`config.mk`:
```
export PLATFORM = sky130hd
export DESIGN_NAME = adc_scan_ctrl
export DESIGN_NICKNAME = d
export VERILOG_FILES = /design/src/rtl/adc_scan_ctrl.sv
export SDC_FILE = /design/constraint.sdc
export NUM_CORES = 1
export LEC_CHECK = 0
export BUFFER_PORTS_ARGS = -buffer_cell sky130_fd_sc_hd__buf_2
export CAP_MARGIN = 20
export CORE_AREA = 4 4 76 78
export DETAILED_ROUTE_END_ITERATION = 6
export DIE_AREA = 0 0 80 82
export PLACE_DENSITY = 0.74
export RECOVER_POWER = 50
export SLEW_MARGIN = 20
export SYNTH_ARGS = -nofsm -noshare
export SYNTH_HDL_FRONTEND = slang
export SYNTH_SLANG_ARGS = --single-unit
```
`constraint.sdc`:
```
create_clock -name clk -period 2.22 [get_ports clk]
set_input_delay 0.222 -clock clk [delete_from_list [all_inputs] [get_ports clk]]
set_output_delay 0.222 -clock clk [all_outputs]
set_load 0.02 [all_outputs]
```
`src/rtl/adc_scan_ctrl.sv`:
```
// adc_scan_ctrl: multi-channel SPI scan master for MCP3204/3208-class ADCs.
// Scans the enabled channel mask in single-ended or pseudo-differential mode.
// Each DATA_W-bit result is delivered with its channel index on a valid/ready
// handshake. A sticky overrun flag records a result overwritten while unconsumed.
// Optional build macro ADC_RESULT_BANK_EN adds a per-channel result bank with a
// combinational read port (rd_ch / rd_data).
module adc_scan_ctrl #(
  parameter int CLK_DIV = 500,
  parameter int NUM_CH  = 4,
  parameter int DATA_W  = 12
) (
  input  logic              clk,
  input  logic              rst,
  input  logic              start,
  input  logic              cont,
  input  logic              diff,
  input  logic [NUM_CH-1:0] chan_en,
  output logic              busy,
  output logic [DATA_W-1:0] out_data,
  output logic [2:0]        out_ch,
  output logic              out_valid,
  input  logic              out_ready,
  output logic              overrun,
  output logic              CS,
  output logic              P3,
  input  logic              P4,
  output logic              P5
`ifdef ADC_RESULT_BANK_EN
  ,
  input  logic [2:0]        rd_ch,
  output logic [DATA_W-1:0] rd_data
`endif
);

  localparam int DIV_W    = (CLK_DIV > 2) ? $clog2(CLK_DIV) : 1;
  localparam int LAST_CAP = (DATA_W < 12) ? (6 + DATA_W) : 18;

  typedef enum logic [1:0] {IDLE, CS_HIGH, SHIFT, DONE} state_t;

  // Lowest enabled index >= lo; bit 3 flags that one was found.
  function automatic logic [3:0] find_ch(input logic [NUM_CH-1:0] mask, input logic [3:0] lo);
    logic [3:0] r;
    r = 4'd0;
    for (int i = NUM_CH - 1; i >= 0; i--) begin
      r = (mask[i] && (4'(i) >= lo)) ? {1'b1, 3'(i)} : r;
    end
    return r;
  endfunction

  // Command bit driven on DIN for a given slot: start, SGL/DIFF, D2..D0, then zeros.
  function automatic logic cmd_bit(input logic [4:0] slot, input logic d, input logic [2:0] c);
    case (slot)
      5'd0:    return 1'b1;
      5'd1:    return ~d;
      5'd2:    return c[2];
      5'd3:    return c[1];
      5'd4:    return c[0];
      default: return 1'b0;
    endcase
  endfunction

  state_t              state_r, state_nxt;
  logic [DIV_W-1:0]    div_cnt_r, div_nxt;
  logic [4:0]          slot_r, slot_nxt;
  logic [NUM_CH-1:0]   en_r;
  logic                diff_r;
  logic [2:0]          ch_r;
  logic [DATA_W-1:0]   shreg_r;
  logic                busy_r, valid_r, ovr_r, cs_r, sclk_r, mosi_r;
  logic [DATA_W-1:0]   out_data_r;
  logic [2:0]          out_ch_r;
  logic [3:0]          above_s, first_s, start_ch_s;
  logic                div_last_s, accept_s;

  assign above_s    = find_ch(en_r, {1'b0, ch_r} + 4'd1);
  assign first_s    = find_ch(en_r, 4'd0);
  assign start_ch_s = find_ch(chan_en, 4'd0);
  assign div_last_s = (div_cnt_r == DIV_W'(CLK_DIV - 1));
  assign accept_s   = (state_r == IDLE) && start && (|chan_en);

  // Next-state, divider and slot sequencing.
  always_comb begin
    state_nxt = state_r;
    div_nxt   = div_last_s ? '0 : div_cnt_r + DIV_W'(1);
    slot_nxt  = slot_r;
    case (state_r)
      IDLE: begin
        div_nxt   = '0;
        slot_nxt  = 5'd0;
        state_nxt = accept_s ? CS_HIGH : IDLE;
      end
      CS_HIGH: begin
        slot_nxt  = 5'd0;
        state_nxt = div_last_s ? SHIFT : CS_HIGH;
      end
      SHIFT: begin
        if (div_last_s && (slot_r == 5'd18)) begin
          state_nxt = DONE;
          slot_nxt  = 5'd0;
        end else if (div_last_s) begin
          slot_nxt  = slot_r + 5'd1;
        end else begin
          slot_nxt  = slot_r;
        end
      end
      DONE: begin
        div_nxt   = '0;
        state_nxt = (above_s[3] || cont) ? CS_HIGH : IDLE;
      end
      default: begin
        div_nxt   = '0;
        state_nxt = IDLE;
      end
    endcase
  end

  // Sequencer state plus registered pin outputs derived from the next state.
  always_ff @(posedge clk or negedge rst) begin
    if (!rst) begin
      state_r   <= IDLE;
      div_cnt_r <= '0;
      slot_r    <= 5'd0;
      cs_r      <= 1'b1;
      sclk_r    <= 1'b0;
      mosi_r    <= 1'b0;
    end else begin
      state_r   <= state_nxt;
      div_cnt_r <= div_nxt;
      slot_r    <= slot_nxt;
      cs_r      <= (state_nxt != SHIFT);
      sclk_r    <= (state_nxt == SHIFT) && (div_nxt >= DIV_W'(CLK_DIV / 2));
      mosi_r    <= (state_nxt == SHIFT) ? cmd_bit(slot_nxt, diff_r, ch_r) : 1'b0;
    end
  end

  // Scan context: latched mask/mode, current channel and busy flag.
  always_ff @(posedge clk or negedge rst) begin
    if (!rst) begin
      en_r   <= '0;
      diff_r <= 1'b0;
      ch_r   <= 3'd0;
      busy_r <= 1'b0;
    end else if (accept_s) begin
      en_r   <= chan_en;
      diff_r <= diff;
      ch_r   <= start_ch_s[2:0];
      busy_r <= 1'b1;
    end else if (state_r == DONE) begin
      ch_r   <= above_s[3] ? above_s[2:0] : first_s[2:0];
      busy_r <= above_s[3] | cont;
    end
  end

  // Capture DOUT on the SCLK rising point of the result slots, MSB first.
  always_ff @(posedge clk or negedge rst) begin
    if (!rst) begin
      shreg_r <= '0;
    end else if ((state_r == SHIFT) && (div_cnt_r == DIV_W'(CLK_DIV / 2)) &&
                 (slot_r >= 5'd7) && (slot_r <= 5'(LAST_CAP))) begin
      shreg_r <= {shreg_r[DATA_W-2:0], P4};
    end
  end

  // Result handshake: DONE reloads (and wins over a same-cycle consume).
  always_ff @(posedge clk or negedge rst) begin
    if (!rst) begin
      out_data_r <= '0;
      out_ch_r   <= 3'd0;
      valid_r    <= 1'b0;
      ovr_r      <= 1'b0;
    end else if (state_r == DONE) begin
      out_data_r <= shreg_r;
      out_ch_r   <= ch_r;
      valid_r    <= 1'b1;
      ovr_r      <= ovr_r | (valid_r & ~out_ready);
    end else if (valid_r && out_ready) begin
      valid_r    <= 1'b0;
    end
  end

`ifdef ADC_RESULT_BANK_EN
  logic [DATA_W-1:0] bank_r [NUM_CH];

  // Per-channel result bank, written at every end of frame.
  always_ff @(posedge clk or negedge rst) begin
    if (!rst) begin
      for (int i = 0; i < NUM_CH; i++) bank_r[i] <= '0;
    end else begin
      for (int i = 0; i < NUM_CH; i++) begin
        if ((state_r == DONE) && (ch_r == 3'(i))) bank_r[i] <= shreg_r;
      end
    end
  end

  // Combinational bank read; out-of-range channels read as zero.
  always_comb begin
    rd_data = '0;
    for (int i = 0; i < NUM_CH; i++) begin
      rd_data = (rd_ch == 3'(i)) ? bank_r[i] : rd_data;
    end
  end
`endif

  assign busy      = busy_r;
  assign out_data  = out_data_r;
  assign out_ch    = out_ch_r;
  assign out_valid = valid_r;
  assign overrun   = ovr_r;
  assign CS        = cs_r;
  assign P3        = sclk_r;
  assign P5        = mosi_r;

endmodule

```
==> impl_metrics.py <==
metrics = {
    "final_layout": {
        "layout_commonest_cell": "dfrtp_1",
        "final_nets": 291,
        "fillCellCount": 428,
        "n_antenna_cell": 0,
        "final_cells": 341,
        "layout_common_cells": "54 x dfrtp_1, 20 x nor2_1, 20 x mux2_2, 20 x buf_2, 16 x inv_1",
        "regArea_um2": 1380,
        "synthToLayoutAreaGrowth_pct": 12.1,
        "multi_input_area_um2": 1240,
        "drive_gt1_share_pct": 27.7,
    },
    "synthesis": {
        "synth.distinct_cells": 48,
        "syn_area_um2": 2730,
        "yosys_warnings": 0,
        "synth-seq-cells": 55,
        "synth_top_flop_cell": "dfrtp_1",
        "avgSynthCellArea_um2": 11.5,
        "synth_nets": 258,
        "synth_cells": 237,
        "synth_edf_count": 0,
        "yosysSeqAreaShare_pct": 50.5,
        "async_flop_share_pct": 100,
    },
    "power": {
        "p_int_w": 0.00128,
        "combPwrFrac_pct": 2.3,
        "powerDensity_nw_per_um2": 539,
        "netSwitchingFraction_pct": 22.7,
        "switchingPower_w": 0.000374,
        "p_seq_share_pct": 60.8,
        "power.total_w": 0.00165,
        "max-vdd-ir-drop_mv": 0.271,
        "clkPwrFrac_pct": 37.0,
        "leakage_nw": 1.50,
    },
    "worst_setup_path": {
        "crit_required_ns": 2.43,
        "worstSetupPathType": "register to register",
        "path_cells": "inv_1, ha_1, nand2_1, a2111oi_4, o311ai_2, buf_4, mux2_4",
        "cpMaxStageDelayCell": "dfrtp_1",
        "crit_path_max_incr_delay_ns": 0.41,
        "crit_path_start_kind": "register",
        "endpoint_kind": "register",
        "crit_arrival_ns": 2.24,
        "worstPathMaxFanout": 12,
    },
    "placed_design": {
        "dp_hpwl_um": 3500,
        "place_ws_ns": 0.0543,
        "dp_cells": 332,
        "gp_congestion": 0.810,
        "portBuffers": 30,
    },
    "global_route": {
        "overflow": 0,
        "grt_first_pass_wirelength_um": 8830,
        "grt_usage_pct": 17.2,
        "antenna_found_initial": 0,
        "grt_pass1_vias": 1963,
        "grt_max_degree": 56,
    },
    "clock_tree": {
        "clock_sinks": 55,
        "insertion_delay_ns": 0.31,
        "numCtsBuffers": 5,
        "clk_pin_slew_worst_paths_ns": 0.10,
        "cts_tree": "built",
        "postCtsSetupBuffers": 0,
        "cts_root_buf": "clkbuf_8",
        "htreeDepth": 2,
        "clockBufferDepth": 2,
    },
    "timing": {
        "setup_ws_ns": 0.189,
        "timing_max_transition_violations_final": 0,
        "period_needed_ns": 2.03,
        "setup_tns_ns": 0,
        "finClkSkew_ns": 0.00662,
        "max_freq_ghz": 0.492,
        "fin_crit_sh_pct": 91.5,
        "worstMarginPinSlew_ns": 1.31,
        "hold_viol": 0,
        "setup_viol": 0,
        "rsz0062_at_grt": "false",
        "slew_headroom_pct": 12.8,
    },
    "drt": {
        "dr.pass1.iters": 4,
        "wl_per_cell_um": 14.6,
        "drcViolationCount": 0,
        "drt-vias-per-instance": 5.37,
        "vias": 1831,
        "antenna_left": 0,
        "wl_um": 4980,
        "drt_iter0_markers": 71,
    },
    "die": {
        "die_area_um2": 6560,
        "start_util_pct": 53.8,
        "rows": 26,
        "fp.coreArea_um2": 5070,
        "die_h_um": 82,
        "io_pins": 32,
        "die_w_um": 80,
    },
    "min_path": {
        "holdCritPathClass": "primary input to register",
    },
    "outcome": {
        "outcome": "finished clean",
    },
    "job": {
        "cap_violations": 0,
    },
}
[worst max-delay path: cells and delay by family, from the launching register on]
| kind | cells | cell delay (ns) |
|---|---|---|
| AND/OR/NAND/NOR | 1 | 0.10 |
| buffers and inverters | 2 | 0.39 |
| multiplexers | 1 | 0.31 |
| AO/OA/AOI/OAI | 2 | 0.50 |
| adder cells (fa/ha/maj) | 1 | 0.23 |
| flip-flops | 1 | 0.41 |
[worst paths after layout]
path | from | endpoint | slack (ns) | cells after the start
min in group asynchronous | rst | shreg_r[9] | 0.80 | 3
worst max register to register | state_r[0] | shreg_r[8] | 0.19 | 7
worst min register to register | overrun | overrun | 0.47 | 1
worst max-delay path | state_r[0] | shreg_r[8] | 0.19 | 7
max in group asynchronous | rst | slot_r[2] | 0.63 | 3
worst min-delay path | P4 | shreg_r[0] | 0.13 | 2
[metrics by stage]
step	utilization, %	hold WS [ns]	instance area [um^2]
after floorplan	-	-0.0736	2730
after global placement	58.3	0.242	2960
after detailed placement	58.3	0.241	2960
after CTS	60.6	0.126	3070
after global routing	60.3	0.120	3060
final	60.3	0.130	3060
[metal layers]
| layer | track usage, % | share of wire, % |
|---|---|---|
| met4 | 6.08 | 1.4 |
| met2 | 29.0 | 48 |
| met3 | 4.06 | 3.7 |
| met1 | 21.7 | 47 |
| met5 | 0 | 0 |
[logic make-up (layout without fill, tap and decap cells)]
logic type,after synthesis,after routing,share of synthesized area (%)
AND/OR/NAND/NOR,56,56,10.8
flip-flops,55,55,50.5
AO/OA/AOI/OAI,50,50,13.1
multiplexers,30,30,13.8
buffers and inverters,27,61,4.54
adder cells (fa/ha/maj),10,10,4.59
XOR/XNOR,8,8,2.57
other,1,1,0.137
[final cells by class]
class | count | area share [%]
tap | 70 | 2.86
clock buffer | 6 | 2.70
timing repair buffer | 37 | 6.22
inverter | 16 | 1.96
clock inverter | 2 | 0.654
multi-input combinational | 155 | 40.6
sequential | 55 | 45.0
[registers in the layout, summed over array words and instances (netlist names), 2 cells and up]
register,cells
out_ch,2
div_cnt_r,9
slot_r,5
out_data,12
state_r,2
ch_r,2
en_r,4
shreg_r,12
[power by group through the flow]
stage | registers (W) | logic (W) | clock network, W
after floorplan | 0.00102 | 0.00000674 | 0
after global placement | 0.00102 | 0.0000410 | 0
after detailed placement | 0.00102 | 0.0000414 | 0
after CTS | 0.00100 | 0.0000429 | 0.000623
after global routing | 0.00100 | 0.0000441 | 0.000672
final | 0.00100 | 0.0000371 | 0.000610
[repair_timing]
item | in CTS | in global routing
gates resized for setup | 0 | 3
endpoints found under the setup margin | 0 | 3
hold endpoints to repair | 54 | 0
hold buffers | 1 | 0
[synthesized netlist by cell type, types with 2 or more instances]
cell type	n	share of area (%)
o22ai_1	3	0.69
o221ai_1	2	0.64
ha_1	10	4.6
dfrtp_1	54	50
nor4_1	3	0.69
a21oi_1	14	2.6
clkbuf_1	5	0.69
mux2_4	10	5.5
o21ai_1	2	0.37
or3_1	4	0.92
o31ai_1	2	0.55
a211oi_1	2	0.55
nand2_1	9	1.2
nor3_1	2	0.37
a221oi_1	2	0.64
nor2_1	20	2.8
o21ai_0	9	1.7
a21o_1	4	1.1
nand4bb_1	2	0.83
buf_2	3	0.55
nand3_1	4	0.73
nand2b_1	3	0.69
mux2_2	20	8.3
inv_1	16	2.2
buf_6	2	0.83
xnor2_1	8	2.6
Note: power is estimated with default switching activity, not from simulation.
